## src/rtl/window_gen_3x3.sv

```systemverilog
`default_nettype none
// ============================================================================
// Module      : window_gen_3x3
// Description : Streaming 3x3 window generator for conv_unit. Accepts one
//               24-bit RGB pixel per handshake in raster order, keeps two
//               line buffers plus a shift window, and emits a 216-bit window
//               for every interior position through a single output register.
//               Optional macro WIN_GEN_EOF_EN adds the win_last output.
// Revision    : 1.0 - initial release
// ============================================================================
module window_gen_3x3 #(
   parameter int IMG_W = 64,
   parameter int IMG_H = 64
) (
   input  logic         clk,
   input  logic         resetn,
   input  logic         pix_valid,
   input  logic [23:0]  pix_in,
   output logic         pix_ready,
   output logic         win_valid,
   output logic [215:0] win_data,
   input  logic         win_ready
`ifdef WIN_GEN_EOF_EN
   ,
   output logic         win_last
`endif
);

   localparam int c_COL_W = $clog2(IMG_W);
   localparam int c_ROW_W = $clog2(IMG_H);
   localparam logic [c_COL_W-1:0] c_COL_LAST  = c_COL_W'(IMG_W - 1);
   localparam logic [c_ROW_W-1:0] c_ROW_LAST  = c_ROW_W'(IMG_H - 1);
   localparam logic [c_COL_W-1:0] c_COL_FIRST = c_COL_W'(2);
   localparam logic [c_ROW_W-1:0] c_ROW_FIRST = c_ROW_W'(2);

   logic [c_COL_W-1:0] r_col;
   logic [c_ROW_W-1:0] r_row;
   logic [23:0]        r_lb_top [IMG_W];
   logic [23:0]        r_lb_mid [IMG_W];
   // Two most recent columns of the window, each {top, mid, bottom}; the
   // third (newest) column is formed from the line buffers and pix_in.
   logic [71:0]        r_win_c0;
   logic [71:0]        r_win_c1;
   logic               r_win_valid;
   logic [215:0]       r_win_data;

   logic               w_accept;
   logic               w_emit;
   logic [71:0]        w_new_col;
   logic [71:0]        w_cols [3];
   logic [215:0]       w_win_packed;

   assign pix_ready = ~r_win_valid | win_ready;
   assign w_accept  = pix_valid & pix_ready;
   assign w_emit    = w_accept & (r_row >= c_ROW_FIRST) & (r_col >= c_COL_FIRST);
   assign w_new_col = {r_lb_top[r_col], r_lb_mid[r_col], pix_in};

   // Pack the window row-major: pixel (i,j) at [215-24*(3i+j) -: 24].
   always_comb begin
      w_win_packed = '0;
      w_cols[0]    = r_win_c0;
      w_cols[1]    = r_win_c1;
      w_cols[2]    = w_new_col;
      for (int i = 0; i < 3; i++) begin
         for (int j = 0; j < 3; j++) begin
            w_win_packed[215-24*(3*i+j) -: 24] = w_cols[j][71-24*i -: 24];
         end
      end
   end

   // Raster position counters, advancing only on an accepted pixel.
   always_ff @(posedge clk or negedge resetn) begin
      if (!resetn) begin
         r_col <= '0;
         r_row <= '0;
      end else if (w_accept) begin
         if (r_col == c_COL_LAST) begin
            r_col <= '0;
            r_row <= (r_row == c_ROW_LAST) ? '0 : r_row + 1'b1;
         end else begin
            r_col <= r_col + 1'b1;
         end
      end
   end

   // Line buffers and window columns; contents are refilled before use, so
   // they carry no reset.
   always_ff @(posedge clk) begin
      if (w_accept) begin
         r_lb_top[r_col] <= r_lb_mid[r_col];
         r_lb_mid[r_col] <= pix_in;
         r_win_c0        <= r_win_c1;
         r_win_c1        <= w_new_col;
      end
   end

   // Output register: loads on an emitting pixel, clears on consumption.
   always_ff @(posedge clk or negedge resetn) begin
      if (!resetn) begin
         r_win_valid <= 1'b0;
         r_win_data  <= '0;
      end else if (w_emit) begin
         r_win_valid <= 1'b1;
         r_win_data  <= w_win_packed;
      end else if (win_ready) begin
         r_win_valid <= 1'b0;
      end
   end

   assign win_valid = r_win_valid;
   assign win_data  = r_win_data;

`ifdef WIN_GEN_EOF_EN
   logic r_win_last;
   logic w_is_last;

   assign w_is_last = (r_row == c_ROW_LAST) & (r_col == c_COL_LAST);

   // End-of-frame flag held alongside the window data.
   always_ff @(posedge clk or negedge resetn) begin
      if (!resetn) begin
         r_win_last <= 1'b0;
      end else if (w_emit) begin
         r_win_last <= w_is_last;
      end
   end

   assign win_last = r_win_last;
`endif

endmodule
`default_nettype wire

```

## config.mk

```make
export PLATFORM = sky130hd
export DESIGN_NAME = window_gen_3x3
export DESIGN_NICKNAME = d
export VERILOG_FILES = /design/src/rtl/window_gen_3x3.sv
export SDC_FILE = /design/constraint.sdc
export NUM_CORES = 2
export LEC_CHECK = 0
export CAP_MARGIN = 0
export CORE_ASPECT_RATIO = 1.2
export CORE_MARGIN = 3
export CORE_UTILIZATION = 41
export CTS_CLUSTER_SIZE = 25
export DETAILED_ROUTE_END_ITERATION = 8
export GPL_TIMING_DRIVEN = 1
export PLACE_DENSITY = 0.59
export REMOVE_ABC_BUFFERS = 1
export SYNTH_ARGS = -nofsm -noshare
export SYNTH_HDL_FRONTEND = slang
export SYNTH_SLANG_ARGS = --single-unit
```

## constraint.sdc

```tcl
create_clock -name clk -period 8.18 [get_ports clk]
set_input_delay 2.454 -clock clk [delete_from_list [all_inputs] [get_ports clk]]
set_output_delay 2.454 -clock clk [all_outputs]
set_load 0.1 [all_outputs]
```

Word level (Yosys, flattened, before mapping)

Memory sizes are Yosys's and may differ from the RTL's.
Index checks and enable logic that the tools add are counted.

Flip-flop bits (word level): 373
RAM bits: 3072
Bits of input ports: 28
Output and inout bits: 218
Word-level logic and storage cells: 27
Memories: 2

Add/sub/neg operators: 2
$lt $le $gt $ge: 2
Eq/ne operators: 2
Multiplexer cells: 6
Bitwise operators: 5
Reductions and logical operators: 2

Memories:

| name     | words | width | rd ports | clocked after Yosys merged registers in | write ports | line | text |
|---|---|---|---|---|---|---|---|
| r_lb_mid | 64    | 24    | 1        | 0                                       | 1           | 39   | `logic [23:0] r_lb_mid [IMG_W];` |
| r_lb_top | 64    | 24    | 1        | 0                                       | 1           | 38   | `logic [23:0] r_lb_top [IMG_W];` |

Operator list:

| cell                                                                  | number |
|---|---|
| 6-bit by 1-bit adder with 6-bit output, second input constant         | 2 |
| 6-bit == test, second input constant                                  | 2 |
| 6-bit by 2-bit >= comparator with 1-bit output, second input constant | 2 |
| 6-bit 2-to-1 mux                                                      | 2 |
| 1-bit 2-to-1 mux                                                      | 4 |
| 1-bit AND                                                             | 3 |
| 2-bit AND reduction                                                   | 1 |
| 2-bit nonzero test                                                    | 1 |
| 1-bit NOT                                                             | 1 |
| 1-bit bitwise OR                                                      | 1 |

Depth between registers and ports, before layout

Depth in word-level cells: 6
Depth in mapped cells: 14
Mapped depth without buffers: 7

Worst setup path after synthesis

No wires, ideal clock.

Path type: input to register
Start: input port win_ready
End: memory r_lb_mid[16][0] (enable)
Library setup time: 0.453 ns
Data arrival time: 11.005 ns
Required time: 7.727 ns
Slack: -3.278 ns
Stages on the path: 6
Path buffers: 2
Cell sequence: nand2b_1 -> and2_1 -> clkbuf_1 -> buf_1 -> nand3_1 -> nor2_1

Cells in the longest elaborated chain, start to end: 4

Ends and longest elaborated chain:

| item                                   | line | text |
|---|---|---|
| start, declared                        | 22   | `input logic win_ready` |
| 1-bit bitwise OR                       | 53   | `assign pix_ready = ~r_win_valid \| win_ready;` |
| 1-bit AND                              | 54   | `assign w_accept = pix_valid & pix_ready;` |
| net w_accept                           | 47   | `logic w_accept;` |
| 1-bit 2-to-1 mux                       | 89   | `if (w_accept) begin` |
| 1-bit 2-to-1 mux (implied by the code) | 91   | `r_lb_mid[r_col] <= pix_in;` |
| end, declared                          | 39   |  |

The timed path passes the listed nets, and every way through them passes these cells.

Worst setup path in the final report

Start: input port win_ready
End: output port pix_ready

Cells in the longest elaborated chain, start to end: 1

Ends and longest elaborated chain:

| item             | line | text |
|---|---|---|
| 1-bit bitwise OR | 53   |  |
| end, declared    | 19   | `output logic pix_ready,` |

No other way between the ends.

==> summary.md <==
| Metric | Value |
|---|---|
| Max clock buf depth | 4 |
| Die width | roughly 520 µm |
| CP Class | primary input to output pin |
| Unique masters post-synth | about 70 |
| Crit path arrival time | ~4.2 ns |
| Simple-gate share of the synthesized area | slightly above 6% |
| Commonest register cell after synthesis | edfxtp_1 |
| Routed Wire Length | between 400000 and 500000 µm |
| TNS Setup | 0 ns |
| Clk root buf | clkbuf_16 |
| GRT Total Usage | a little over a quarter |
| Port-buffer cells | approximately 250 |
| Final #Nets | approximately 8100 |
| Crit-path cells | clkdlybuf4s50_1, nand2b_1, clkdlybuf4s50_1 |
| Status | finished clean |
| Post-synthesis adder-cell area fraction | less than 1% |
| Initial core utilization | between 40% and 50% |
| Compound-Gate Fraction of Synth Area | 11.1% |
| FMAX | between 100 and 150 MHz |
| Final hold viol count | 0 |
| Dpl hpwl | between 200000 and 300000 µm |
| Least-Margin Pin Slew | about 1.3 ns |
| Core area | between 0.3 and 0.4 mm² |
| Setup bufs post-CTS | 0 |
| Layout cells sized above 1 | approximately 15% |
| Total gr overflow | 0 |
| Final cycle utilization of the critical path | 81.9% |
| Required time of the critical path | 5.73 ns |
| First-pass GRT wire length | roughly 610000 µm |
| Hold WC Path Type | flop to flop |
| Ports | 246 |
| Vias in the first global route | 77280 |
| Post-CTS Hold Buffers | 0 |
| Initial DRC count | around 12000 |
| Pwr Density | about 420 mW/mm² |
| Post-CTS resize count | 0 |
| Antenna violations before repair | 19 |
| Chip height | a little over 600 µm |
| Crit-path max FO | 4 |
| Synthesized area per cell | about 17 µm² |
| Synth Instances | roughly 7800 |
| Leakage | approximately 48 nW |
| Startpoint types | primary input |
| Slew HR | between 10% and 20% |
| Xor and xnor area share after synthesis | less than 1% |
| CP Capture Type | output pin |
| Highest-delay cell along the critical path | clkdlybuf4s50_1 |
| Final Wtd Congestion | ~0.88 |
| Vias per cell | around 6.4 |
| RSZ-0062 raised after global routing | no |
| Total vias in the final route | approximately 81000 |
| Final setup violation count | 0 |
| CTS buffer count | about 350 |
| Drt pass-1 iters | 8 |
| Post-Syn Area | between 0.1 and 0.15 mm² |
| Commonest non-fill, non-tap cell in the layout | edfxtp_1 |
| Synthesis Warnings | 0 |
| Die Area | ~0.32 mm² |
| Max-slew violation count | 0 |
| CP peak stage delay | 1.16 ns |
| Largest net degree at the start of global routing | 180 |
| Synthesized flop and latch total | around 3400 |
| Largest family of logic cells by synthesized area | compound AO/OA/AOI/OAI gates |
| Antenna-violating nets left | 0 |
| Crit path top cell by count | clkdlybuf4s50_1 |
| DRC | 0 |
| Number of synthesized flops with an enable pin | approximately 3200 |
| Clock Sinks | 3445 |
| Clock slew at reported path FFs | roughly 0.06 ns |
| Sequential share of the synthesized area | 78.6% |
| Leading cell types in the layout, fill and taps excluded | 3216 x edfxtp_1, 755 x a22oi_1, 555 x nand2_1 |
| Area delta synth->final | 15.3% |
| Worst vdd ir | 0.668 mV |
| Clock skew | 0.0521 ns |
| Final Util | 47.5% |
| # fillers | ~26000 |
| MaxCap Viol Count | 0 |
| WL per Instance | 35.3 µm |
| Worst skew pair latency | approximately 0.9 ns |
| H-tree depth | 5 |
| Final min period | ~6.7 ns |
| Cell Rows | approximately 230 |
| Post-synthesis mux area share | 1.96% |
| CTS tree | done |
| Fraction of registers with async set/reset | between 6 and 7% |
[synth_stat cells (112+ instances only)]
cell type	count	area, µm²
nand2_1	555	2080
nor2_1	112	420
or3b_2	135	1180
buf_2	132	661
a21oi_1	227	1140
nand3_1	147	736
a221oi_1	306	2680
clkbuf_1	358	1340
dfrtp_1	229	5730
nor3_1	122	611
mux2_2	145	1630
a22oi_1	755	5670
edfxtp_1	3216	96600
o22ai_1	353	2210
nand3b_1	155	1160
[state kept, by name, indices dropped and copies added (netlist names)]
register / cells
r_lb_mid: 1536
win_data: 216
r_win_c0: 72
r_col: 6
r_row: 6
r_lb_top: 1536
win_valid: 1
r_win_c1: 72
[final timing paths]
kind | startpoint | endpoint | slack [ns] | cells after the start
min in group asynchronous | resetn | win_data[39]$_DFFE_PN0P_ | 1.53 | 1
worst min-delay path | r_win_c0[57]$_DFFE_PP_ | win_data[201]$_DFFE_PN0P_ | 0.43 | 2
worst max register to register | r_col[4]$_DFFE_PN0P_ | r_lb_top[30][18]$_DFFE_PP_ | 2.62 | 7
worst max-delay path | win_ready | pix_ready | 1.48 | 3
worst min register to register | r_win_c0[57]$_DFFE_PP_ | win_data[201]$_DFFE_PN0P_ | 0.43 | 2
max in group asynchronous | resetn | win_data[190]$_DFFE_PN0P_ | 5.59 | 2
[critical path: cells and delay by family]
family | cells | cell delay [ns]
buffers and inverters | 2 | 1.62
AND/OR/NAND/NOR | 1 | 0.17
[area by class of cell]
class                   instances  area, µm²  area share (%)
diodes                          9       22.5          0.0150
clock buffers                 450       9420            6.28
clock inverters               173       1540            1.02
inverters                       6       31.3          0.0208
multi-input cells            3685      25900            17.3
flip-flops and latches       3445     102000            68.2
well taps                    4218       5280            3.52
repair buffers                565       5550            3.70
[power breakdown]
group / internal [W] / switching [W] / total [W]
sequential: 0.0248 / 0.000588 / 0.0254
combinational: 0.00477 / 0.0169 / 0.0216
clock: 0.00892 / 0.00667 / 0.0156
total: 0.0385 / 0.0241 / 0.0627
[cells by family after synthesis]
| logic type | count (synthesis) |
|---|---|
| compound gates | 1973 |
| flops | 3445 |
| xor+xnor | 6 |
| mux | 213 |
| simple gates | 1489 |
| fa+ha+maj | 4 |
| buf+inv | 622 |
[per-stage QoR]
step / worst slack [ns] / std cells / instance area (µm²) / hold slack (ns) / total power [W]
global route: 1.41 / 12543 / 150000 / 0.445 / 0.0644
CTS: 1.46 / 12541 / 150000 / 0.425 / 0.0626
global placement: 1.46 / 11918 / 139000 / 0.425 / 0.0468
detailed placement: 1.46 / 11918 / 139000 / 0.421 / 0.0471
floorplan: -27.95 / 7136 / 128000 / 0.415 / 0.0376
finish: 1.48 / 12551 / 150000 / 0.426 / 0.0627
[metal layers]
| metal | track usage, % | part of all wire (%) | wire length (µm) | vias up |
|---|---|---|---|---|
| met5 | 0 | 0.026 | 115 | - |
| met4 | 13.6 | 6.1 | 27100 | 16 |
| met3 | 6.02 | 11 | 49300 | 1236 |
| met2 | 41.6 | 46 | 204000 | 5554 |
| met1 | 34.4 | 37 | 162000 | 41462 |
| li1 | - | - | - | 32375 |
No activity file was read; power rests on OpenSTA's default activity.
